--- src/rtl/jtvigil_gfx_arb_if.sv ---
// jtvigil_gfx_arb_if
// Bundles the two tile-fetcher request ports and the shared SDRAM graphics
// read port of the graphics arbiter.
//   a_cs/a_addr -> a_data/a_ok : scroll layer 1 requester
//   b_cs/b_addr -> b_data/b_ok : scroll layer 2 / char requester
//   rom_addr/rom_cs -> rom_data/rom_ok : SDRAM bank slot
// modport slave  : the arbiter itself
// modport master : the surroundings (video layers plus SDRAM slot)
interface jtvigil_gfx_arb_if #(
  parameter int AW = 17,
  parameter int DW = 32
);
  logic          a_cs;
  logic [AW-1:0] a_addr;
  logic [DW-1:0] a_data;
  logic          a_ok;
  logic          b_cs;
  logic [AW-1:0] b_addr;
  logic [DW-1:0] b_data;
  logic          b_ok;
  logic [AW-1:0] rom_addr;
  logic          rom_cs;
  logic [DW-1:0] rom_data;
  logic          rom_ok;

  modport slave (
    input  a_cs, a_addr, b_cs, b_addr, rom_data, rom_ok,
    output a_data, a_ok, b_data, b_ok, rom_addr, rom_cs
  );

  modport master (
    output a_cs, a_addr, b_cs, b_addr, rom_data, rom_ok,
    input  a_data, a_ok, b_data, b_ok, rom_addr, rom_cs
  );
endinterface

--- src/rtl/jtvigil_gfx_arb.sv ---
// jtvigil_gfx_arb
// Shares one SDRAM graphics read port between two tile-layer fetchers. Each
// requester owns a one-entry cache (address, data, valid), so repeated reads
// of the same address are answered without touching the SDRAM.
// Ports:
//   clk  : video clock, rising edge
//   rst  : asynchronous active-high reset, invalidates both caches
//   bus  : jtvigil_gfx_arb_if.slave (requester A/B ports and SDRAM port)
//
// state  | meaning
// -------+-----------------------------------------------------------
// IDLE   | no transaction; arbitrate pending requesters
// WAIT_A | first cycle of A fetch; rom_ok may still refer to old address
// READ_A | A fetch in flight; capture rom_data on rom_ok
// WAIT_B | first cycle of B fetch; rom_ok ignored
// READ_B | B fetch in flight; capture rom_data on rom_ok
module jtvigil_gfx_arb #(
  parameter int AW = 17,
  parameter int DW = 32
) (
  input  logic clk,
  input  logic rst,
  jtvigil_gfx_arb_if.slave bus
);

  typedef enum logic [2:0] {
    IDLE   = 3'd0,
    WAIT_A = 3'd1,
    READ_A = 3'd2,
    WAIT_B = 3'd3,
    READ_B = 3'd4
  } state_t;

  state_t        state_q, state_d;
  logic [AW-1:0] rom_addr_q, rom_addr_d;
  logic          rom_cs_q, rom_cs_d;
  logic          last_b_q, last_b_d;     // 1: last grant went to B
  logic          a_valid_q, a_valid_d;
  logic          b_valid_q, b_valid_d;
  logic [AW-1:0] a_caddr_q, a_caddr_d;
  logic [AW-1:0] b_caddr_q, b_caddr_d;
  logic [DW-1:0] a_data_q, a_data_d;
  logic [DW-1:0] b_data_q, b_data_d;

  logic a_hit, b_hit, a_pend, b_pend, grant_a, grant_b;

  assign a_hit  = a_valid_q & (a_caddr_q == bus.a_addr);
  assign b_hit  = b_valid_q & (b_caddr_q == bus.b_addr);
  assign a_pend = bus.a_cs & ~a_hit;
  assign b_pend = bus.b_cs & ~b_hit;

  // Round robin on a tie: the requester that did not win last time goes.
  assign grant_a = a_pend & (~b_pend | last_b_q);
  assign grant_b = b_pend & (~a_pend | ~last_b_q);

  assign bus.a_ok     = bus.a_cs & a_hit;
  assign bus.b_ok     = bus.b_cs & b_hit;
  assign bus.a_data   = a_data_q;
  assign bus.b_data   = b_data_q;
  assign bus.rom_addr = rom_addr_q;
  assign bus.rom_cs   = rom_cs_q;

  always_ff @(posedge clk or posedge rst) begin
    if (rst) begin
      state_q    <= IDLE;
      rom_addr_q <= '0;
      rom_cs_q   <= 1'b0;
      last_b_q   <= 1'b1;
      a_valid_q  <= 1'b0;
      b_valid_q  <= 1'b0;
      a_caddr_q  <= '0;
      b_caddr_q  <= '0;
      a_data_q   <= '0;
      b_data_q   <= '0;
    end else begin
      state_q    <= state_d;
      rom_addr_q <= rom_addr_d;
      rom_cs_q   <= rom_cs_d;
      last_b_q   <= last_b_d;
      a_valid_q  <= a_valid_d;
      b_valid_q  <= b_valid_d;
      a_caddr_q  <= a_caddr_d;
      b_caddr_q  <= b_caddr_d;
      a_data_q   <= a_data_d;
      b_data_q   <= b_data_d;
    end
  end

  always_comb begin
    state_d    = state_q;
    rom_addr_d = rom_addr_q;
    rom_cs_d   = rom_cs_q;
    last_b_d   = last_b_q;
    a_valid_d  = a_valid_q;
    b_valid_d  = b_valid_q;
    a_caddr_d  = a_caddr_q;
    b_caddr_d  = b_caddr_q;
    a_data_d   = a_data_q;
    b_data_d   = b_data_q;
    case (state_q)
      IDLE: begin
        if (grant_a) begin
          rom_addr_d = bus.a_addr;
          rom_cs_d   = 1'b1;
          last_b_d   = 1'b0;
          state_d    = WAIT_A;
        end else if (grant_b) begin
          rom_addr_d = bus.b_addr;
          rom_cs_d   = 1'b1;
          last_b_d   = 1'b1;
          state_d    = WAIT_B;
        end
      end
      WAIT_A: state_d = READ_A;
      WAIT_B: state_d = READ_B;
      READ_A: begin
        if (bus.rom_ok) begin
          a_data_d  = bus.rom_data;
          a_caddr_d = rom_addr_q;
          a_valid_d = 1'b1;
          rom_cs_d  = 1'b0;
          state_d   = IDLE;
        end
      end
      READ_B: begin
        if (bus.rom_ok) begin
          b_data_d  = bus.rom_data;
          b_caddr_d = rom_addr_q;
          b_valid_d = 1'b1;
          rom_cs_d  = 1'b0;
          state_d   = IDLE;
        end
      end
      default: begin
        rom_cs_d = 1'b0;
        state_d  = IDLE;
      end
    endcase
  end

endmodule
--- src/flat_wrapper.sv ---
// flat-port wrapper written by rule: the top's interface ports become plain ports
module jtvigil_gfx_arb_flat 
#(
  parameter int AW = 17,
  parameter int DW = 32
)
  (clk, rst, bus_a_cs, bus_a_addr, bus_b_cs, bus_b_addr, bus_rom_data, bus_rom_ok, bus_a_data, bus_a_ok, bus_b_data, bus_b_ok, bus_rom_addr, bus_rom_cs);
  jtvigil_gfx_arb_if #(.AW(AW), .DW(DW)) bus_i ();
  input  logic clk;
  input  logic rst;
  input wire logic [$bits(bus_i.a_cs)-1:0] bus_a_cs;
  input wire logic [$bits(bus_i.a_addr)-1:0] bus_a_addr;
  input wire logic [$bits(bus_i.b_cs)-1:0] bus_b_cs;
  input wire logic [$bits(bus_i.b_addr)-1:0] bus_b_addr;
  input wire logic [$bits(bus_i.rom_data)-1:0] bus_rom_data;
  input wire logic [$bits(bus_i.rom_ok)-1:0] bus_rom_ok;
  output wire logic [$bits(bus_i.a_data)-1:0] bus_a_data;
  output wire logic [$bits(bus_i.a_ok)-1:0] bus_a_ok;
  output wire logic [$bits(bus_i.b_data)-1:0] bus_b_data;
  output wire logic [$bits(bus_i.b_ok)-1:0] bus_b_ok;
  output wire logic [$bits(bus_i.rom_addr)-1:0] bus_rom_addr;
  output wire logic [$bits(bus_i.rom_cs)-1:0] bus_rom_cs;
  assign bus_i.a_cs = bus_a_cs;
  assign bus_i.a_addr = bus_a_addr;
  assign bus_i.b_cs = bus_b_cs;
  assign bus_i.b_addr = bus_b_addr;
  assign bus_i.rom_data = bus_rom_data;
  assign bus_i.rom_ok = bus_rom_ok;
  assign bus_a_data = bus_i.a_data;
  assign bus_a_ok = bus_i.a_ok;
  assign bus_b_data = bus_i.b_data;
  assign bus_b_ok = bus_i.b_ok;
  assign bus_rom_addr = bus_i.rom_addr;
  assign bus_rom_cs = bus_i.rom_cs;
  jtvigil_gfx_arb #(.AW(AW), .DW(DW)) u_core (.clk(clk), .rst(rst), .bus(bus_i));
endmodule
--- config.mk ---
export PLATFORM = sky130hd
export DESIGN_NAME = jtvigil_gfx_arb_flat
export DESIGN_NICKNAME = d
export VERILOG_FILES = /design/src/rtl/jtvigil_gfx_arb_if.sv /design/src/rtl/jtvigil_gfx_arb.sv /design/src/flat_wrapper.sv
export SDC_FILE = /design/constraint.sdc
export NUM_CORES = 1
export LEC_CHECK = 0
export ABC_AREA = 1
export BUFFER_PORTS_ARGS = -buffer_cell sky130_fd_sc_hd__buf_4
export CORE_MARGIN = 2
export CORE_UTILIZATION = 45
export CTS_BUF_LIST = sky130_fd_sc_hd__clkbuf_8
export DETAILED_ROUTE_END_ITERATION = 8
export PLACE_DENSITY = 0.73
export SLEW_MARGIN = 20
export SYNTH_ARGS = -nofsm -noshare
export SYNTH_HDL_FRONTEND = slang
export SYNTH_SLANG_ARGS = --single-unit
--- constraint.sdc ---
create_clock -name clk -period 5.3 [get_ports clk]
set_input_delay 0.265 -clock clk [delete_from_list [all_inputs] [get_ports clk]]
set_output_delay 0.265 -clock clk [all_outputs]
set_load 0.005 [all_outputs]
Word level (Yosys, flattened, before mapping) --
Cells that the tools add are included.
Storage, ports and cells: output and inout port bits 84, register bits 122, input bits 71
Cells by class: multiplexer cells 11, bitwise operators 16, reductions and logical operators 9, eq/ne operators 8
Operators by type and width (count):
- $eq A17 B17 Y1 | 2
- $mux W17 | 2
- $pmux W3 S4 | 1
- $mux W3 | 3
- $and A1 B1 Y1 | 8
- $reduce_and A2 Y1 | 4
- $eq A3 B2 Y1 const B | 2
- $not A1 Y1 | 6
- $mux W1 | 4
- $reduce_or A2 Y1 | 2
- $eq A3 B1 Y1 const B | 1
- $eq A3 B3 Y1 const B | 1
- $logic_not A3 Y1 | 1
- $ne A3 B1 Y1 const B | 1
- $pmux W1 S3 | 1
- $reduce_and A3 Y1 | 1
- $ne A2 B1 Y1 const B | 1
- $or A1 B1 Y1 | 2
- $reduce_bool A2 Y1 | 1

Depth between registers and ports, before layout --
Gate-level depths: netlist of run 1.
word-level depth 10, depth in mapped cells 14, depth with buffers taken out 13

Worst setup path after synthesis of run 1 --
No wires, ideal clock.
kind reg2reg, start point register u_core.b_caddr_q[15], end point register u_core.rom_addr_q[10], in the netlist u_core.bus.rom_addr[10], arrival time 1.354 ns, period minus slack after synthesis 1.472 ns, setup time 0.117 ns, cell stages (with the launch flop) 14, setup slack 3.828 ns, path through dfrtp_1 -> nand2_1 -> nand2_1 -> nor2_1 -> nand2_1 -> nor2_1 -> nand3_2 -> nand2_2 -> nand2_2 -> nand2_4 -> inv_2 -> buf_6 -> nand3_1 -> nand2_1
On the way: word-level cells in the longest chain between the ends 9, elaborated cells between the ends (all ways) 11, classes of those cells eq/ne: 1; mux: 1; bitwise: 7; reduce/logical: 2
Ends and longest elaborated chain:
- from (decl) | RTL line jtvigil_gfx_arb.sv:41 | logic [AW-1:0] b_caddr_q, b_caddr_d;
- from (signal assigned) | RTL line jtvigil_gfx_arb.sv:83 | b_caddr_q <= b_caddr_d;
- $eq A17 B17 Y1 * | RTL line jtvigil_gfx_arb.sv:48 | assign b_hit = b_valid_q & (b_caddr_q == bus.b_addr);
- $and A1 B1 Y1 * | RTL line jtvigil_gfx_arb.sv:48
- $not A1 Y1 * | RTL line jtvigil_gfx_arb.sv:50 | assign b_pend = bus.b_cs & ~b_hit;
- $and A1 B1 Y1 * | RTL line jtvigil_gfx_arb.sv:50
- $not A1 Y1 | RTL line jtvigil_gfx_arb.sv:53 | assign grant_a = a_pend & (~b_pend | last_b_q);
- $or A1 B1 Y1 | RTL line jtvigil_gfx_arb.sv:53
- $and A1 B1 Y1 | RTL line jtvigil_gfx_arb.sv:53
- $reduce_bool A2 Y1 (no source line)
- $reduce_and A2 Y1 (no source line)
- to (signal assigned) | RTL line jtvigil_gfx_arb.sv:77 | rom_addr_q <= rom_addr_d;
- to (decl) | RTL line jtvigil_gfx_arb.sv:35 | logic [AW-1:0] rom_addr_q, rom_addr_d;
Mark *: on every way between the ends. The rest lies on a longest branch, timed or not. A chain may end at the register's enable or synchronous reset.

Worst setup path after layout of run 1 --
start point register u_core.b_caddr_q[6], end point output bus_b_ok
On the way: word-level cells in the longest chain between the ends 3
Ends and longest elaborated chain:
- $eq A17 B17 Y1 | RTL line jtvigil_gfx_arb.sv:48
- $and A1 B1 Y1 | RTL line jtvigil_gfx_arb.sv:48
- $and A1 B1 Y1 | RTL line jtvigil_gfx_arb.sv:57 | assign bus.b_ok = bus.b_cs & b_hit;
- to (decl) | RTL line flat_wrapper.sv:20 | output wire logic [$bits(bus_i.b_ok)-1:0] bus_b_ok;
No other way between the ends.

==> results list, run 1 <==
* Status: completed
- When the netlist entered floorplanning its net count stood at 791.
* Mux cell area share after synthesis: 0%
* Met2 WL post-DR: 6310 um
- In the detailed route, the total length drawn on met3 is 1300 um.
- Met1 layer wirelength in the final routing: 6460 um
- The total area inside the core boundary comes to 12100 sq um.
- LEAKAGE: 4.07 nW
- Per-cell routed wire length: 13.6 um
- Combined buffer and inverter count along the critical path: 1
* Area share of xor/xnor cells in the synthesized design: 1.09%
* Complex-gate fraction of the synthesized area: 9.61%
- Via count of the first global-routing pass: 4599
* Aggregate negative setup slack: 0 ns
- After detailed routing, the total wire length is 14300 um.
* GRT Resource Usage Total: 22.6%
* Biggest fanout along the worst timing path: 3
- Using the TritonRoute via totals, the vias-per-cell ratio works out to 4.74.
- Clock-pin slew was measured on the worst setup and hold paths at 0.07 ns.
* Post-cts sizing count: 0
- After layout, the worst path uses 39.2% of the clock period.
- Share of layout cells above drive strength 1: 23.0%
* I/O pin count: 155
- In this run the critical register-to-register path is launched from u_core.state_q[0]$_DFFE_PP0P_.
- Across the routed clock network, the largest skew measured is 0.0102 ns.
- After synthesis, the largest family of logic cells by area is simple AND/OR/NAND/NOR gates.
- Startpoint of the most critical hold path: bus_rom_data[19]
- Maximum buffer depth of the clock tree: 2
* Mean post-synth cell area: 7.83 sq um
- Clock latency on the worst-skew pair, taken at its later pin, is 0.45 ns.
- The slowest stage of the critical path is the sky130_fd_sc_hd__dfrtp_1 cell.
- Fmax: 481 MHz
- The setup check on the worst reg-to-reg path leaves a slack of 3.23 ns.
* WHS Endpoint: u_core.bus.b_data[19]$_DFFE_PP0P_
- Share of the synthesized area in the top cell type: 53.7%
- Worst setup EP type: output port
- For this configuration, the core starts out at a cell density of 46.6%.
* Data arrival at the endpoint of the critical path: 1.81 ns
- Of all cell types, the one taking the most synthesized area is sky130_fd_sc_hd__dfrtp_1.
- Final critical path time including I/O delays and setup: 2.08 ns
* Most instantiated library cell after synthesis: sky130_fd_sc_hd__nand2_1
- In this run the horizontal extent of the chip is 116 um.
- The most used flip-flop cell after synthesis is sky130_fd_sc_hd__dfrtp_1.
- Reg2Reg Capture Point: u_core.bus.b_data[23]$_DFFE_PP0P_
- The die is 116 um tall.
- The first global-routing pass estimated 23100 um of wire.
- Row generation in the floorplan step produced 40 rows.
- Number of instances in the synthesized netlist: 720
- In this run the worst hold path is classified as in2reg.
- The number of antenna violations at the first check in global routing was 0.
- The pre-antenna-repair detailed-routing pass consisted of 5 iterations.
* Cell occurring most often along the worst timing path: sky130_fd_sc_hd__nor2_1
- The critical path goes through xnor2_1 -> nand2_1 -> nor2_1 -> nand3_2 -> nor2_1 -> buf_4.
* Library cell used as clock root buffer: sky130_fd_sc_hd__clkbuf_8
- At the pin with the least slew margin, the transition time is 0.990 ns.
- VDD IR-drop max: 0.000320 V
- Number of input and output port buffers inserted: 154
- Crit Path Class: reg2out
- Finish-stage setup viols: 0
- Post-synthesis sequential area ratio: 54.1%
- Vias after detailed routing: 4988
- Summing internal, switching and leakage power gives 3.88 mW.
* Worst Reg-to-Reg Cells: 3
- CP required: 5.04 ns
* Max-capacitance violation count: 0
- After detailed placement, the design holds a cell count of 1018.
- DRC violation count after routing: 0
* Total number of yosys warnings: 0
- For this design, the sink count on the clock tree is 122.
* Synthesis-to-layout area growth: 29.3%
- On the worst path, the slowest cell contributes a delay of 0.39 ns.
* Die area: 13400 sq um
- Summing every instance area after synthesis gives 5640 sq um.
* Total count of hold-check failures in the final report: 0
- By area the synthesized netlist is led by sky130_fd_sc_hd__dfrtp_1, sky130_fd_sc_hd__nand2_1, sky130_fd_sc_hd__o21ai_0.
- Flop and latch count out of synthesis: 122
* Kind of cell with the highest combined delay on the critical path: simple AND/OR/NAND/NOR gates
- Sorting the synthesized cells by how often they occur yields sky130_fd_sc_hd__nand2_1, sky130_fd_sc_hd__dfrtp_1, sky130_fd_sc_hd__inv_1.
- Worst slew margin relative to its limit: 34.0%
- Final cell count without fillers: 1052
- The number of slew-limit violations in the final report is 0.
* Setup repair after global routing missed its margin: no
- In this run, CTS created clock tree buffers numbering 17.
- CP Launch Type: flop
- Final #Nets: 942
- Count of routing violations after the opening detailed-route iteration: 311
- Number of enable flip-flop cells after synthesis: 0
- The count of nets left with antenna violations once routing finished came out at 0.
* Number of unique standard cell types used by synthesis: 25
- Entering global routing, the biggest net connects 100 pins.
- Max H-tree Level: 4
- Number of fillers in the final layout: 1152
- Placer congestion estimate: 0.907
* HPWL Detailed: 9910 um
* Fraction of registers with async set/reset: 100%
- Top layer reached by signal wires: met4
- Of the total synthesized cell area, the portion taken by full adders, half adders and majority gates is 0%.
- Summing the areas of all and, or, nand and nor instances in the mapped netlist gives 25.0% of the synthesized area.
- For this run the aggregate overflow at the end of global routing stands at 0.
- Worst hold stages: 3
* Antenna cell count: 0
- Clock tree from TritonCTS: built
* Ratio of total power to cell area: 532 nW/um^2
-- metal layers --
| layer | vias to the layer above | track usage (%) |
|---|---|---|
| li1 | 2503 | - |
| met1 | 2303 | 30.3 |
| met2 | 165 | 34.0 |
| met3 | 17 | 9.41 |
| met4 | 0 | 6.67 |
| met5 | - | 0 |
-- state kept, by name, summed over array words and instances (netlist names) --
| signal | flops |
|---|---|
| u_core.bus.b_data | 32 |
| u_core.a_valid_q | 1 |
| u_core.bus.rom_cs | 1 |
| u_core.b_valid_q | 1 |
| u_core.last_b_q | 1 |
| u_core.bus.rom_addr | 17 |
| u_core.bus.a_data | 32 |
| u_core.b_caddr_q | 17 |
| u_core.state_q | 3 |
| u_core.a_caddr_q | 17 |
-- cell families after synthesis --
kind of cell / count (synthesis)
AO/OA/AOI/OAI: 104
XOR/XNOR: 7
buffers and inverters: 143
flip-flops: 122
AND/OR/NAND/NOR: 344
-- cells in the final DEF, fill, tap and decap left out, drive strengths merged --
master       synthesis  final
nand2              259    259
buf                 10    157
dfrtp              121    121
inv                117    118
o21ai              102    102
nand3               43     43
nor2                33     33
clkbuf              16     19
clkinv               0      8
xnor2                7      7
nand3b               5      5
clkinvlp             0      3
or2                  2      2
nand4                1      1
nor3                 1      1
a21oi                1      1
a2111o               1      1
bufinv               0      1
dlygate4sd3          0      1
dfstp                1      1
-- cell type report --
class	count	area (sq um)	area share [%]
Clock inverter	13	104	1.42
Tap cell	168	210	2.88
Inverter	117	442	6.06
Sequential cell	122	3050	41.9
Clock buffer	19	262	3.59
Multi-Input combinational cell	455	2030	27.8
Timing Repair Buffer	158	1190	16.4
-- worst reg2reg max path, stage by stage, from the launching register on --
cell                      delay, ns
sky130_fd_sc_hd__dfrtp_1       0.43
sky130_fd_sc_hd__nor2_1        0.24
sky130_fd_sc_hd__nand3_4       0.77
sky130_fd_sc_hd__o21ai_0       0.51
-- power by group --
group          leakage (nW)  switching (mW)  internal, mW
combinational          2.35           0.780         0.694
sequential             1.53           0.290          1.35
clock                 0.188           0.381         0.388
total                  4.07            1.45          2.43
-- how the worst max path moves through the flow --
stage	endpoint	slack [ns]	startpoint	depth (start not counted)
6_report	bus_b_ok	3.22	u_core.b_caddr_q[6]$_DFFE_PP0P_	6
5_1_grt	u_core.b_caddr_q[2]$_DFFE_PP0P_	2.96	u_core.state_q[0]$_DFFE_PP0P_	3
4_1_cts	u_core.bus.a_data[21]$_DFFE_PP0P_	2.94	u_core.state_q[2]$_DFFE_PP0P_	5
3_5_place_dp	u_core.bus.a_data[18]$_DFFE_PP0P_	2.96	u_core.state_q[2]$_DFFE_PP0P_	5
3_3_place_gp	u_core.bus.a_data[25]$_DFFE_PP0P_	3.04	u_core.state_q[2]$_DFFE_PP0P_	5
2_1_floorplan	u_core.a_caddr_q[0]$_DFFE_PP0P_	1.79	rst	1
-- metrics by stage --
step | setup WS [ns] | utilization (%) | hold slack [ns] | cell area [sq um]
after floorplan | 1.79 | - | 0.426 | 5640
after global placement | 3.04 | 57.0 | 0.422 | 6910
after detailed placement | 2.96 | 57.0 | 0.425 | 6910
after CTS | 2.94 | 60.1 | 0.0637 | 7280
after global routing | 2.96 | 60.2 | 0.0629 | 7290
final | 3.22 | 60.2 | 0.0801 | 7290
-- repair_timing --
item                                    CTS  global route
endpoints found under the setup margin    0             0
hold endpoints to repair                 54             0
hold buffers                              1             0
setup buffers                             0             0
Note: power is estimated with default switching activity, not from simulation.
==> inputs of run 2 (changes only) <==
PLACE_DENSITY = 0.76   (was 0.73)
clock period = 1.9 ns   (was 5.3 ns; I/O delays follow)
==> results list, run 2 (synthesis gave the netlist of run 1 again) <==
- The starting utilization of the core area is 46.6% (unchanged).
- Gr ovfl total: 0 (unchanged)
* Detailed-routed wire length on met3: 1550 um (was 1300 um)
- Count of clock tree sinks: 122 (unchanged)
- The highest-delay cell along the critical path was sky130_fd_sc_hd__dfrtp_1 (unchanged).
* Finish-stage setup viols: 0 (unchanged)
* Worst R2R Setup Slack: 0.11 ns (was 3.23 ns)
- Met2 WL post-DR: 8410 um (was 6310 um)
- The cell count after placement was 1026 (was 1018).
- Clock latency at the later pin of the worst-skew pair: 0.45 ns (about the same)
- The critical setup path kind is reg2out (unchanged).
- Commonest cells after routing, fill and taps aside: sky130_fd_sc_hd__nand2_1, sky130_fd_sc_hd__buf_4, sky130_fd_sc_hd__dfrtp_1 (unchanged).
- Avg Vias per Cell: 4.82 (was 4.74)
- Share of layout cells above drive strength 1: 23.9% (was 23.0%)
- Switching power as a share of total power: 37.1% (was 37.4%)
- Power share of the combinational group: 39.3% (was 38.0%)
- The number of antenna-violating nets in the routed design came to 0 (unchanged).
- The filler cell count was 951 (was 1152).
- The detailed-route wire length per cell came to 15.0 um (was 13.6 um).
* Final core utilization: 67.8% (was 60.2%)
- The peak per-stage delay on the critical path was 0.40 ns (was 0.39 ns).
* Data arrival at the endpoint of the critical path: 1.73 ns (was 1.81 ns)
- The final layout net count is 1019 (was 942).
- The max-capacitance violation count came to 0 (unchanged).
- The leakage power is 4.45 nW (was 4.07 nW).
* Status: completed (unchanged)
* Kind of path behind the tightest hold check: in2reg (unchanged)
* Multi-input gate area: 2090 sq um (was 2030 sq um)
- VDD IR-drop max: 0.000743 V (was 0.000320 V)
- The slew of the pin with the lowest slew margin is 0.654 ns (was 0.990 ns).
* Biggest fanout along the worst timing path: 3 (unchanged)
* Number of input and output port buffers inserted: 154 (unchanged)
- Maximum buffer depth of the clock tree: 2 (unchanged)
* Ratio of total power to cell area: 1420 nW/um^2 (was 532 nW/um^2)
* Die area: 13400 sq um (unchanged)
* Worst slew margin relative to its limit: 56.4% (was 34.0%)
- Kind of cell with the highest combined delay on the critical path: simple AND/OR/NAND/NOR gates (unchanged)
- Cell chain of the critical path: buf_4 -> nand2_1 -> nand3_1 -> nor2_2 -> nand3_4 -> nor2_4 -> buf_6 (was xnor2_1 -> nand2_1 -> nor2_1 -> nand3_2 -> nor2_1 -> buf_4)
- The data required time at the worst endpoint is 1.80 ns (was 5.04 ns).
* Met1 layer wirelength in the final routing: 6580 um (was 6460 um)
- The detailed-route via count was 5446 (was 4988).
* Floorplan row count: 40 (unchanged)
* Area occupied by registers: 3050 sq um (unchanged)
- Int Power: 7.34 mW (was 2.43 mW)
* Number of pins exceeding their max-slew limit in the final report: 0 (unchanged)
* Top layer reached by signal wires: met4 (unchanged)
- The sequential fraction of design power was 39.4% (was 42.2%).
* Fmax: 549 MHz
- The launching element type of the critical path was a flop (unchanged).
- Router iterations before antenna repair: 6 (was 5)
* DRC violation count after routing: 0 (unchanged)
- I/O pin count: 155 (unchanged)
* GRT Resource Usage Total: 26.2% (was 22.6%)
- Die outline width: 116 um (unchanged)
- The hold violation total from the final report was 0 (unchanged).
- The most common library cell in the layout ignoring fill and taps is sky130_fd_sc_hd__nand2_1 (unchanged).
- The power dissipated by switching net loads came to 4.33 mW (was 1.45 mW).
* Clock group share of total power: 21.2% (was 19.8%)
- Library cell used as clock root buffer: sky130_fd_sc_hd__clkbuf_8 (unchanged)
* HPWL Detailed: 10800 um (was 9910 um)
* Placer congestion estimate: 0.907 (about the same)
- The total wirelength of the detailed-routed design is 17000 um (was 14300 um).
* Clock Skews: 0.0111 ns (was 0.0102 ns)
- The H-tree level count was 4 (unchanged).
* Antenna cell count: 0 (unchanged)
- The final setup TNS is 0 ns (unchanged).
- The maximum number of pins on one net before global-route repair was 123 (was 100).
- The critical path buffer and inverter count is 2 (was 1).
* Wire length of the first global-routing pass: 26800 um (was 23100 um)
* Via count of the first global-routing pass: 5394 (was 4599)
* Worst setup EP type: output port (unchanged)
* Clock tree from TritonCTS: built (unchanged)
* Final worst path period share: 95.8%
* Chip Height: 116 um (unchanged)
- Cts bufs inserted: 17 (unchanged)
* Core ar.: 12100 sq um (unchanged)
- The starting DRC count in detailed routing was 422 (was 311).
- Final Total Pwr: 11.7 mW (was 3.88 mW)
* Number of antenna violations at the first check in global routing: 0 (unchanged)
* Final critical path time including I/O delays and setup: 1.82 ns
- The post-route non-filler standard cell count was 1129 (was 1052).
- Synthesis-to-layout area growth: 45.5% (was 29.3%)
- Post-CTS clock slew at the launch and capture registers of the worst setup and hold paths: 0.07 ns (about the same)
## run 2: layout make-up
type / instances / share of cell area [%]
Clock inverter: 12 / 1.80
Timing Repair Buffer: 235 / 24.1
Clock buffer: 20 / 3.35
Tap cell: 168 / 2.56
Inverter: 117 / 5.43
Sequential cell: 122 / 37.2
Multi-Input combinational cell: 455 / 25.5
## run 2: final timing paths
check,startpoint,cells after the start,to
max in group asynchronous,rst,4,u_core.bus.b_data[22]$_DFFE_PP0P_
min in group asynchronous,rst,4,u_core.bus.b_data[23]$_DFFE_PP0P_
hold / removal,bus_a_addr[14],4,u_core.bus.rom_addr[14]$_DFFE_PP0P_
hold reg to reg,u_core.b_valid_q$_DFFE_PP0P_,2,u_core.b_valid_q$_DFFE_PP0P_
setup / recovery,u_core.b_caddr_q[8]$_DFFE_PP0P_,7,bus_b_ok
setup reg to reg,u_core.b_caddr_q[8]$_DFFE_PP0P_,10,u_core.bus.rom_addr[0]$_DFFE_PP0P_
## run 2: routing by layer
metal / track usage (%) / up-vias
met2: 44.1 / 259
li1: - / 2655
met3: 9.62 / 40
met5: 0 / -
met4: 10.1 / 0
met1: 30.9 / 2492
## run 2: power groups by stage
stage / clock (mW) / sequential, mW / combinational, mW
2_1_floorplan: 0 / 4.49 / 2.20
3_3_place_gp: 0 / 4.56 / 4.19
3_5_place_dp: 0 / 4.55 / 4.33
4_1_cts: 2.53 / 4.56 / 4.43
5_1_grt: 2.63 / 4.73 / 5.16
6_report: 2.48 / 4.60 / 4.59
## run 2: stage by stage
step | worst slack [ns] | hold WS (ns) | area, sq um
6_report | 0.0789 | 0.0326 | 8210
2_1_floorplan | 0.308 | 0.256 | 5640
3_3_place_gp | 0.0836 | 0.341 | 7020
3_5_place_dp | 0.0494 | 0.346 | 7020
5_1_grt | -0.0283 | 0.0267 | 8210
4_1_cts | 0.0161 | 0.00370 | 8100
## run 2: worst min-delay path: stages
cell and delay, ns:
sky130_fd_sc_hd__buf_4 0.11, sky130_fd_sc_hd__nand3b_1 0.11, sky130_fd_sc_hd__nand3_1 0.07, sky130_fd_sc_hd__nand2_1 0.06
## run 2: timing repair
| action | in CTS | in global routing |
|---|---|---|
| hold endpoints to repair | 202 | 0 |
| pin swaps | 0 | 6 |
| setup buffers | 0 | 6 |
| setup endpoints to repair | 1 | 21 |
| gates resized for setup | 2 | 21 |
| hold buffers | 65 | 0 |
